$ cat src/rtl/calc2_pkg.sv
// Shared codes and state types for the calc2 multi-port calculator core.
package calc2_pkg;

    localparam int unsigned CMD_W  = 4;
    localparam int unsigned RESP_W = 2;

    localparam logic [CMD_W-1:0] CMD_NOP = 4'd0;
    localparam logic [CMD_W-1:0] CMD_ADD = 4'd1;
    localparam logic [CMD_W-1:0] CMD_SUB = 4'd2;
    localparam logic [CMD_W-1:0] CMD_SHL = 4'd5;
    localparam logic [CMD_W-1:0] CMD_SHR = 4'd6;

    localparam logic [RESP_W-1:0] RESP_NONE = 2'd0;
    localparam logic [RESP_W-1:0] RESP_OK   = 2'd1;
    localparam logic [RESP_W-1:0] RESP_ERR  = 2'd2;

    typedef enum logic [0:0] {
        PORT_IDLE     = 1'b0,
        PORT_WAIT_OP2 = 1'b1
    } port_state_e;

    // Queued command record for the default widths; modules re-declare it locally
    // with their own DATA_W/TAG_W so that overridden parameters stay consistent.
    typedef struct packed {
        logic [CMD_W-1:0] cmd;
        logic [1:0]       tag;
        logic [31:0]      op1;
        logic [31:0]      op2;
    } calc2_cmd_t;

endpackage

$ cat src/rtl/calc2_port_fifo.sv
// One requester port: two-beat command capture FSM feeding a command FIFO.
module calc2_port_fifo
    import calc2_pkg::*;
#(
    parameter int unsigned DATA_W     = 32,
    parameter int unsigned TAG_W      = 2,
    parameter int unsigned FIFO_DEPTH = 4
) (
    input  logic              clk,
    input  logic              rst_n,
    input  logic [CMD_W-1:0]  cmd,
    input  logic [DATA_W-1:0] data,
    input  logic [TAG_W-1:0]  tag,
    input  logic              pop,
    output logic              ready,
    output logic              not_empty_c,
    output logic [CMD_W-1:0]  head_cmd_c,
    output logic [TAG_W-1:0]  head_tag_c,
    output logic [DATA_W-1:0] head_op1_c,
    output logic [DATA_W-1:0] head_op2_c
);

    localparam int unsigned PTR_W = $clog2(FIFO_DEPTH);
    localparam int unsigned CNT_W = PTR_W + 1;

    typedef struct packed {
        logic [CMD_W-1:0]  cmd;
        logic [TAG_W-1:0]  tag;
        logic [DATA_W-1:0] op1;
        logic [DATA_W-1:0] op2;
    } cmd_rec_t;

    port_state_e       state_q, state_n;
    logic [CMD_W-1:0]  cmd_q;
    logic [TAG_W-1:0]  tag_q;
    logic [DATA_W-1:0] op1_q;
    logic [PTR_W-1:0]  wr_ptr_q, rd_ptr_q;
    logic [CNT_W-1:0]  count_q, count_n;
    logic              latch_c, push_c, pop_c, ready_n;
    cmd_rec_t          mem [FIFO_DEPTH];
    cmd_rec_t          head;

    // Next state; ready is registered from next state/count so it reads the registered count.
    always_comb begin
        state_n = state_q;
        latch_c = 1'b0;
        push_c  = 1'b0;
        case (state_q)
            PORT_IDLE: begin
                if (ready && cmd != CMD_NOP) begin
                    latch_c = 1'b1;
                    state_n = PORT_WAIT_OP2;
                end
            end
            PORT_WAIT_OP2: begin
                push_c  = 1'b1;
                state_n = PORT_IDLE;
            end
            default: state_n = PORT_IDLE;
        endcase
        pop_c   = pop && (count_q != '0);
        count_n = count_q + CNT_W'(push_c) - CNT_W'(pop_c);
        ready_n = (state_n == PORT_IDLE) && (count_n < CNT_W'(FIFO_DEPTH));
    end

    always_ff @(posedge clk) begin
        if (!rst_n) begin
            state_q  <= PORT_IDLE;
            cmd_q    <= '0;
            tag_q    <= '0;
            op1_q    <= '0;
            wr_ptr_q <= '0;
            rd_ptr_q <= '0;
            count_q  <= '0;
            ready    <= 1'b0;
        end else begin
            state_q <= state_n;
            count_q <= count_n;
            ready   <= ready_n;
            if (latch_c) begin
                cmd_q <= cmd;
                tag_q <= tag;
                op1_q <= data;
            end
            if (push_c) wr_ptr_q <= wr_ptr_q + 1'b1;
            if (pop_c)  rd_ptr_q <= rd_ptr_q + 1'b1;
        end
    end

    // Storage needs no reset: the count alone qualifies its contents.
    always_ff @(posedge clk) begin
        if (rst_n && push_c) begin
            mem[wr_ptr_q] <= '{cmd: cmd_q, tag: tag_q, op1: op1_q, op2: data};
        end
    end

    assign head        = mem[rd_ptr_q];
    assign not_empty_c = (count_q != '0);
    assign head_cmd_c  = head.cmd;
    assign head_tag_c  = head.tag;
    assign head_op1_c  = head.op1;
    assign head_op2_c  = head.op2;

endmodule

$ cat src/rtl/calc2_param_core.sv
// Multi-port calculator core: per-port command FIFOs, round-robin arbiter, shared ALU,
// registered per-port response lanes.
module calc2_param_core
    import calc2_pkg::*;
#(
    parameter int unsigned NUM_PORTS  = 4,
    parameter int unsigned DATA_W     = 32,
    parameter int unsigned TAG_W      = 2,
    parameter int unsigned FIFO_DEPTH = 4
) (
    input  logic                          c_clk,
    input  logic                          reset_n,
    input  logic [NUM_PORTS*CMD_W-1:0]    req_cmd_in,
    input  logic [NUM_PORTS*DATA_W-1:0]   req_data_in,
    input  logic [NUM_PORTS*TAG_W-1:0]    req_tag_in,
    output logic [NUM_PORTS-1:0]          req_ready,
    output logic [NUM_PORTS*RESP_W-1:0]   out_resp,
    output logic [NUM_PORTS*DATA_W-1:0]   out_data,
    output logic [NUM_PORTS*TAG_W-1:0]    out_tag
);

    localparam int unsigned PTR_W = (NUM_PORTS > 1) ? $clog2(NUM_PORTS) : 1;
    localparam int unsigned SH_W  = $clog2(DATA_W);

    logic [NUM_PORTS-1:0] not_empty;
    logic [NUM_PORTS-1:0] pop;
    logic [CMD_W-1:0]     head_cmd [NUM_PORTS];
    logic [TAG_W-1:0]     head_tag [NUM_PORTS];
    logic [DATA_W-1:0]    head_op1 [NUM_PORTS];
    logic [DATA_W-1:0]    head_op2 [NUM_PORTS];

    logic [PTR_W-1:0]     rr_ptr_q;
    logic [PTR_W-1:0]     grant_idx, scan_idx;
    logic                 grant_valid;

    logic [CMD_W-1:0]     sel_cmd;
    logic [TAG_W-1:0]     sel_tag;
    logic [DATA_W-1:0]    sel_op1, sel_op2;
    logic [DATA_W:0]      sum;
    logic [RESP_W-1:0]    alu_resp;
    logic [DATA_W-1:0]    alu_data;

    for (genvar g = 0; g < int'(NUM_PORTS); g++) begin : g_port
        calc2_port_fifo #(
            .DATA_W     (DATA_W),
            .TAG_W      (TAG_W),
            .FIFO_DEPTH (FIFO_DEPTH)
        ) u_fifo (
            .clk         (c_clk),
            .rst_n       (reset_n),
            .cmd         (req_cmd_in[g*CMD_W +: CMD_W]),
            .data        (req_data_in[g*DATA_W +: DATA_W]),
            .tag         (req_tag_in[g*TAG_W +: TAG_W]),
            .pop         (pop[g]),
            .ready       (req_ready[g]),
            .not_empty_c (not_empty[g]),
            .head_cmd_c  (head_cmd[g]),
            .head_tag_c  (head_tag[g]),
            .head_op1_c  (head_op1[g]),
            .head_op2_c  (head_op2[g])
        );
        assign pop[g] = grant_valid && (grant_idx == PTR_W'(g));
    end

    // Round-robin: first non-empty FIFO at or after the pointer.
    always_comb begin
        grant_valid = 1'b0;
        grant_idx   = '0;
        scan_idx    = '0;
        for (int i = 0; i < int'(NUM_PORTS); i++) begin
            scan_idx = PTR_W'((int'(rr_ptr_q) + i) % int'(NUM_PORTS));
            if (!grant_valid && not_empty[scan_idx]) begin
                grant_valid = 1'b1;
                grant_idx   = scan_idx;
            end
        end
    end

    assign sel_cmd = head_cmd[grant_idx];
    assign sel_tag = head_tag[grant_idx];
    assign sel_op1 = head_op1[grant_idx];
    assign sel_op2 = head_op2[grant_idx];

    // Shared ALU; every error forces the data to zero.
    always_comb begin
        alu_resp = RESP_ERR;
        alu_data = '0;
        sum      = {1'b0, sel_op1} + {1'b0, sel_op2};
        case (sel_cmd)
            CMD_ADD: begin
                if (!sum[DATA_W]) begin
                    alu_resp = RESP_OK;
                    alu_data = sum[DATA_W-1:0];
                end
            end
            CMD_SUB: begin
                if (sel_op2 <= sel_op1) begin
                    alu_resp = RESP_OK;
                    alu_data = sel_op1 - sel_op2;
                end
            end
            CMD_SHL: begin
                alu_resp = RESP_OK;
                alu_data = sel_op1 << sel_op2[SH_W-1:0];
            end
            CMD_SHR: begin
                alu_resp = RESP_OK;
                alu_data = sel_op1 >> sel_op2[SH_W-1:0];
            end
            default: ;
        endcase
    end

    // Response lanes are single-cycle pulses on the granted port only.
    always_ff @(posedge c_clk) begin
        if (!reset_n) begin
            rr_ptr_q <= '0;
            out_resp <= '0;
            out_data <= '0;
            out_tag  <= '0;
        end else begin
            out_resp <= '0;
            out_data <= '0;
            out_tag  <= '0;
            if (grant_valid) begin
                out_resp[int'(grant_idx)*RESP_W +: RESP_W] <= alu_resp;
                out_data[int'(grant_idx)*DATA_W +: DATA_W] <= alu_data;
                out_tag[int'(grant_idx)*TAG_W +: TAG_W]    <= sel_tag;
                rr_ptr_q <= PTR_W'((int'(grant_idx) + 1) % int'(NUM_PORTS));
            end
        end
    end

endmodule

$ cat config.mk
export PLATFORM = sky130hd
export DESIGN_NAME = calc2_param_core
export DESIGN_NICKNAME = d
export VERILOG_FILES = /design/src/rtl/calc2_pkg.sv /design/src/rtl/calc2_port_fifo.sv /design/src/rtl/calc2_param_core.sv
export SDC_FILE = /design/constraint.sdc
export NUM_CORES = 2
export LEC_CHECK = 0
export CAP_MARGIN = 10
export CORE_MARGIN = 5
export CORE_UTILIZATION = 38
export CTS_BUF_LIST = sky130_fd_sc_hd__clkbuf_8
export CTS_CLUSTER_DIAMETER = 60
export DETAILED_ROUTE_END_ITERATION = 12
export GPL_TIMING_DRIVEN = 0
export PLACE_DENSITY = 0.5
export REMOVE_ABC_BUFFERS = 1
export SYNTH_ARGS = -nofsm -noshare
export SYNTH_HDL_FRONTEND = slang
export SYNTH_HIERARCHICAL = 1
export SYNTH_SLANG_ARGS = --single-unit
$ cat constraint.sdc
create_clock -name c_clk -period 14.3 [get_ports c_clk]
set_input_delay 2.86 -clock c_clk [delete_from_list [all_inputs] [get_ports c_clk]]
set_output_delay 2.86 -clock c_clk [all_outputs]
set_load 0.005 [all_outputs]
Word level (Yosys, flattened, before mapping):

Memory sizes are Yosys's and may differ from the RTL's. A register that Yosys moved wholly into a read port is not among the register bits.
Cells that the tools add are included.

* bits in registers: 334
* memory bits (writable): 1120
* output and inout port bits: 148
* memories: 4

* $add $sub $neg: 24
* $lt $le $gt $ge: 10
* equal/unequal tests: 7
* shift operators: 7
* muxes and demuxes: 66
* bitwise gates (word level): 12
* reductions and logical operators: 37

Memories
* g_port[0].u_fifo.mem: words 4, bits a word 70, read ports 1, clocked after Yosys merged registers in 1, wr ports 1, RTL line calc2_port_fifo.sv:40 `cmd_rec_t mem [FIFO_DEPTH];`
* g_port[1].u_fifo.mem: words 4, bits a word 70, read ports 1, clocked after Yosys merged registers in 1, wr ports 1, RTL line calc2_port_fifo.sv:40
* g_port[2].u_fifo.mem: words 4, bits a word 70, read ports 1, clocked after Yosys merged registers in 1, wr ports 1, RTL line calc2_port_fifo.sv:40
* g_port[3].u_fifo.mem: words 4, bits a word 70, read ports 1, clocked after Yosys merged registers in 1, wr ports 1, RTL line calc2_port_fifo.sv:40

Operator list (number)
* 32-bit two-way mux: 6
* 128-bit bitwise AND: 1
* 32-bit binary-select mux with 2-bit select: 2
* 32-bit one-hot mux with 4 select lines: 1
* 32-bit by 34-bit variable shift with 128-bit output, first input constant: 1
* 32-bit by 34-bit indexed part select with 128-bit output: 1
* 2-bit by 34-bit indexed part select with 8-bit output: 2
* 3-bit negator with 34-bit output: 1
* 7-bit negator with 34-bit output: 1
* 2-bit by 34-bit variable shift with 8-bit output, first input constant: 1
* 32-bit by 32-bit adder with 33-bit output: 1
* 32-bit less-or-equal comparator: 1
* 2-bit two-way mux: 16
* 32-bit by 5-bit << shifter with 32-bit output: 1
* 32-bit by 5-bit >> shifter with 32-bit output: 1
* 32-bit subtractor: 1
* 1-bit two-way mux: 28
* 1-bit logical AND: 23
* 2-bit by 1-bit adder with 2-bit output, second input constant: 10
* 8-bit bitwise AND: 2
* 4-bit nonzero test: 4
* 3-bit by 1-bit adder with 3-bit output: 4
* 2-bit by 3-bit < comparator with 1-bit output, second input constant: 4
* 3-bit < comparator, second input constant: 4
* 21 further kinds: 46

Logic depth before layout (Yosys ltp):

* depth after elaboration: 22
* gate-level depth with buffers: 25
* depth with buffers taken out: 21

By module:

Netlist, hierarchy kept.

By module, submodules not included
* calc2_port_fifo: times used 4, cells an instance 581, area an instance 12238.0 µm², seq. area each 9389.0 µm²
* calc2_param_core: times used 1, cells an instance 1928, area an instance 14665.3 µm², seq. area each 2922.8 µm²

Least setup slack after synthesis:

No wires, ideal clock.

* path type: flip-flop to flip-flop
* start point: register g_port[1].u_fifo.count_q[1]
* end point: register out_data[119]
* arrival: 5.627 ns
* data required time: 14.162 ns
* slack: 8.534 ns
* cell stages (with the launch flop): 23
* path buffers: 6
* clock period less this slack: 5.766 ns
* path through: dfxtp_1 or3_1 nand2b_1 o211a_4 nor2_4 buf_2 buf_1 clkbuf_1 mux2i_1 mux2i_1 ha_1 clkbuf_1 inv_1 a21oi_1 o31ai_1 a211oi_1 a211o_1 a211o_1 buf_2 buf_1 o32ai_1 nor4_1 a31oi_1

* longest elaborated chain between the ends: 22
* elaborated cells on any way between the ends: 50
* those cells by class: add/sub (3); order compare (1); eq/ne (4); shift (4); mux (28); bitwise (2); reduce/logical (8)

RTL lines
* from (decl): RTL line calc2_port_fifo.sv:38 `logic [CNT_W-1:0] count_q, count_n;`
* from (signal assigned): RTL line calc2_port_fifo.sv:78 `count_q <= count_n;`
* 3-bit nonzero test (*): RTL line calc2_port_fifo.sv:98 `assign not_empty_c = (count_q != '0);`
* net not_empty[1]: RTL line calc2_param_core.sv:25 `logic [NUM_PORTS-1:0] not_empty;`
* 1-bit binary-select mux with 2-bit select: RTL line calc2_param_core.sv:72 `if (!grant_valid && not_empty[scan_idx]) begin`
* 1-bit two-way mux (not written as such): RTL line calc2_param_core.sv:72
* 1-bit two-way mux: RTL line calc2_param_core.sv:72
* 1-bit logical NOT: RTL line calc2_param_core.sv:72
* 1-bit logical AND: RTL line calc2_param_core.sv:72
* 1-bit two-way mux: RTL line calc2_param_core.sv:72
* [... 6 more ...]
* 2-bit NOT with 3-bit output (not written as such): RTL line calc2_param_core.sv:79, calc2_param_core.sv:81, calc2_param_core.sv:82
* 32-bit binary-select mux with 2-bit select, on equally long branches: RTL line calc2_param_core.sv:81, calc2_param_core.sv:82
* 32-bit two-way mux, on equally long branches (2 in series): RTL line calc2_param_core.sv:81, calc2_param_core.sv:82
* 32-bit subtractor (tied with other cells): RTL line calc2_param_core.sv:99 `alu_data = sel_op1 - sel_op2;`
* 32-bit two-way mux, on equally long branches: RTL line calc2_param_core.sv:97, calc2_param_core.sv:91
* 32-bit one-hot mux with 4 select lines: RTL line calc2_param_core.sv:89 `case (sel_cmd)`
* 32-bit by 34-bit indexed part select with 128-bit output: RTL line calc2_param_core.sv:127 `out_data[int'(grant_idx)*DATA_W +: DATA_W] <= alu_data;`
* 128-bit bitwise AND (no line)
* to (signal, indexed assignment): RTL line calc2_param_core.sv:127
* to (decl): RTL line calc2_param_core.sv:18 `output logic [NUM_PORTS*DATA_W-1:0] out_data,`

Mark *: on every way through the listed nets, which the timed path passes. The rest lies on a longest branch. The select of a mux whose other input is x is not followed.
A chain may end at the register's enable or synchronous reset.

Worst setup path after layout:

* start point: register g_port[2].u_fifo.count_q[1]
* end point: register out_data[57]

* longest elaborated chain between the ends: 22
* elaborated cells on any way between the ends: 50
* those cells by class: add/sub (3); order compare (1); eq/ne (4); shift (4); mux (28); bitwise (2); reduce/logical (8)

RTL lines (RTL line)
* from (decl): calc2_port_fifo.sv:38
* from (signal assigned): calc2_port_fifo.sv:78
* 3-bit nonzero test (*): calc2_port_fifo.sv:98
* net not_empty[2]: calc2_param_core.sv:25
* 1-bit binary-select mux with 2-bit select: calc2_param_core.sv:72
* 1-bit two-way mux (not written as such): calc2_param_core.sv:72
* 1-bit two-way mux: calc2_param_core.sv:72
* 1-bit logical NOT: calc2_param_core.sv:72
* 1-bit logical AND: calc2_param_core.sv:72
* 1-bit two-way mux: calc2_param_core.sv:72
* [... 6 more ...]
* 2-bit NOT with 3-bit output (not written as such): calc2_param_core.sv:79, calc2_param_core.sv:81, calc2_param_core.sv:82
* 32-bit binary-select mux with 2-bit select, on equally long branches: calc2_param_core.sv:81, calc2_param_core.sv:82
* 32-bit two-way mux, on equally long branches (2 in series): calc2_param_core.sv:81, calc2_param_core.sv:82
* 32-bit subtractor (tied with other cells): calc2_param_core.sv:99
* 32-bit two-way mux, on equally long branches: calc2_param_core.sv:97, calc2_param_core.sv:91
* 32-bit one-hot mux with 4 select lines: calc2_param_core.sv:89
* 32-bit by 34-bit indexed part select with 128-bit output: calc2_param_core.sv:127
* 128-bit bitwise AND (no line)

Marked as above.

==> impl_metrics.env <==
export IMPL_status="complete, no violations"
export IMPL_rows=150
export IMPL_final_cell_mix="edfxtp_1 (1,120), nand2_1 (413), dfxtp_1 (334)"
export IMPL_hold_class="reg2reg"
export IMPL_drt_iter0_markers=3713
export IMPL_crit_path_end_kind="flip-flop"
export IMPL_cts_setup_buffers=0
export IMPL_drive_gt1_share_pct=17.5
export IMPL_grt_usage_pct=23.4
export IMPL_dieArea_mm2=0.176
export IMPL_place_hpwl_mm=141
export IMPL_cts_made_buffers=236
export IMPL_reg2reg_setup_slack_ns=4.12
export IMPL_htreeDepth=4
export IMPL_grt_pass1_vias=40500
export IMPL_numClockSinks=1462
export IMPL_drt_wl_total_mm=208
export IMPL_setup_viol=0
export IMPL_crit_path_max_incr_delay_ns=1.19
export IMPL_hold_depth=0
export IMPL_finClkSkew_ns=0.104
export IMPL_synth_distinct_cells=104
export IMPL_dpl_cell_area_mm2=0.0696
export IMPL_clk_path_buf_depth=3
export IMPL_clock_latency_ns=1.02
export IMPL_ctsHoldBuffers=0
export IMPL_cp_start_kind="flip-flop"
export IMPL_relSlewSlack_pct=5.21
export IMPL_drc=0
export IMPL_grt_max_degree=125
export IMPL_hold_start="g_port[1].u_fifo/op1_q[5]"
export IMPL_synthCells=4252
export IMPL_drv_cap=0
export IMPL_yosysSeqAreaShare_pct=63.6
export IMPL_cts_resized=0
export IMPL_holdPathEnd="g_port[1].u_fifo/mem[3][37]"
export IMPL_worstPathMaxFanout=59
export IMPL_ios=302
export IMPL_final_cell_area_mm2=0.0744
export IMPL_cts_tree="yes"
export IMPL_arrival_ns=10.99
export IMPL_gp_congestion=0.971
export IMPL_fmax_mhz=98.2
export IMPL_drv_slew=0
export IMPL_final_nets=4860
export IMPL_wire_per_inst_um=29.5
export IMPL_viasPerCell=5.67
export IMPL_crit_family="simple AND/OR/NAND/NOR gates"
export IMPL_hold_viol=0
export IMPL_synthFlopType="edfxtp_1"
export IMPL_crit_chain="or3_1 > mux2i_1 > o2bb2ai_2 > nor2_4 > inv_4 > nand3_1 > nand2_4 > inv_2 > fa_1 > nor2b_1 > o221ai_1 > a31oi_1 > o2111ai_1 > a311oi_1 > or4_1 > o221ai_1 > nor4_1 > nor2_1"
export IMPL_avgSynthCellArea_um2=15.0
export IMPL_syn_area_mm2=0.0636
export IMPL_area_growth_syn_to_layout_pct=17.0
export IMPL_coreArea_mm2=0.167
export IMPL_vias=39900
export IMPL_final_common_cell="edfxtp_1"
export IMPL_yosysWarnings=6
export IMPL_cp_common_cell="o221ai_1"
export IMPL_portBuffers=301
export IMPL_root_buffer="clkbuf_8"
export IMPL_grt_overflow_total=0
export IMPL_fin_crit_sh_pct=71.2
export IMPL_setup_tns_ns=0
export IMPL_r2r_end="out_data[57]"
export IMPL_firstDrtPassIters=5
export IMPL_ys_ff_latch=1462
export IMPL_r2r_start="g_port[2].u_fifo/count_q[1]"
export IMPL_antenna_found_initial=17
export IMPL_start_util_pct=38.1
export IMPL_rr_worst_depth=18
export IMPL_clk_pin_slew_ns=0.06
export IMPL_antenna_left=0
export IMPL_grt_pass1_wl_mm=295
export IMPL_async_flop_share_pct=0
export IMPL_final_min_clock_period_ns=10.18
export IMPL_die_w_um=419
export IMPL_critPathSlowestCell="inv_2"
export IMPL_worstMarginPinSlew_ns=1.41
export IMPL_critPathBufInv=2
export IMPL_die_y_um=419
export IMPL_required_ns=15.11
export IMPL_synth_edf_count=1120
export IMPL_rsz0062_at_grt="no"
export IMPL_crit_type="reg2reg"
==> worst max path at each step <==
stage,from,to,slack [ns],cells after the start
2_1_floorplan,flip-flop,out_data[78],3.85,16
3_3_place_gp,g_port[0].u_fifo/count_q[1],out_data[70],-6.54,17
3_5_place_dp,g_port[2].u_fifo/count_q[1],out_data[102],4.49,22
4_1_cts,g_port[2].u_fifo/count_q[1],out_data[102],4.41,22
5_1_grt,g_port[2].u_fifo/count_q[1],out_data[38],3.94,22
6_report,g_port[2].u_fifo/count_q[1],out_data[57],4.12,18
==> cells in the mapped netlist, types with 12 or more instances <==
cell type | instances | area, µm²
edfxtp_1 | 1120 | 33600
nand2_1 | 415 | 1560
dfxtp_1 | 342 | 6850
mux4_2 | 308 | 6940
mux2i_1 | 268 | 2680
nor2_1 | 196 | 736
nand3_1 | 154 | 771
o21ai_0 | 129 | 646
a21oi_1 | 117 | 586
inv_1 | 113 | 424
ha_1 | 94 | 1180
clkbuf_1 | 93 | 349
buf_2 | 88 | 440
o211ai_1 | 68 | 510
nor2b_1 | 42 | 263
and3_1 | 38 | 238
nand4_1 | 36 | 225
nor3_1 | 36 | 180
o22ai_1 | 35 | 219
a211oi_1 | 34 | 255
buf_6 | 33 | 372
xnor2_1 | 32 | 280
buf_12 | 28 | 561
and2_1 | 24 | 150
o2111ai_1 | 22 | 193
buf_1 | 20 | 75.1
nor4_1 | 20 | 125
a31oi_1 | 18 | 113
o221ai_1 | 18 | 158
buf_4 | 14 | 105
a22oi_1 | 13 | 97.6
o21bai_1 | 12 | 90.1
o32ai_1 | 12 | 105
xor2_1 | 12 | 105
==> area by class of cell <==
| class | instances | area, µm² |
|---|---|---|
| multi-input cells | 2394 | 21000 |
| inverters | 119 | 454 |
| diodes | 9 | 22.5 |
| repair buffers | 393 | 4910 |
| well taps | 2204 | 2760 |
| clock inverters | 170 | 942 |
| clock buffers | 282 | 3880 |
| fillers | 15000 | 92400 |
| flip-flops and latches | 1462 | 40500 |
==> metrics by stage <==
| step | cells | hold slack (ns) | util [%] | setup WS [ns] |
|---|---|---|---|---|
| floorplan | 3975 | 0.460 | - | 3.85 |
| global placement | 6480 | 0.478 | 40.4 | -6.54 |
| detailed placement | 6572 | 0.486 | 41.7 | 4.49 |
| CTS | 7024 | 0.425 | 44.6 | 4.41 |
| global route | 7029 | 0.433 | 44.6 | 3.94 |
| finish | 7033 | 0.457 | 44.6 | 4.12 |
==> sequential cells by signal, indices dropped and copies added, names as in the netlist, 8 cells and up, named ones only <==
| register | flops |
|---|---|
| g_port.u_fifo/cmd_q | 16 |
| g_port.u_fifo/count_q | 12 |
| g_port.u_fifo/mem | 1120 |
| g_port.u_fifo/op1_q | 128 |
| g_port.u_fifo/rd_ptr_q | 8 |
| g_port.u_fifo/tag_q | 8 |
| g_port.u_fifo/wr_ptr_q | 8 |
| out_data | 128 |
| out_resp | 8 |
| out_tag | 8 |
==> worst reg2reg max path, cell delays in order, from the launching register on <==
cell	delay, ns
dfxtp_1	0.36
or3_1	0.50
mux2i_1	0.24
o2bb2ai_2	0.12
nor2_4	0.70
inv_4	0.52
nand3_1	0.92
nand2_4	0.72
inv_2	1.20
fa_1	0.48
nor2b_1	0.23
o221ai_1	0.20
a31oi_1	0.41
o2111ai_1	0.32
a311oi_1	0.53
or4_1	0.75
o221ai_1	0.59
nor4_1	1.13
nor2_1	0.08
==> routing by layer <==
metal / share of wire (%) / up-vias / global-route usage [%]
met2: 46 / 1635 / 36.3
met5: 0.030 / - / 0
li1: - / 17300 / -
met1: 43 / 20500 / 32.0
met4: 4.6 / 10 / 9.78
met3: 6.9 / 381 / 4.93
==> cell families (layout without fill, tap and decap cells) <==
kind of cell    Yosys count  in the layout  share of synthesized area, %
simple gates           1035           1035                          7.81
xor+xnor                 48             48                         0.747
compound gates          629            629                          6.84
flops                  1462           1462                          63.6
buf+inv                 396            964                          3.71
mux                     582            582                          15.2
fa+ha+maj               100            100                          2.04
other cells               0              9                             0
Power is left out: the tool's default activity adds up to more than one toggle a clock period on the data nets, which glitch-free logic cannot reach.
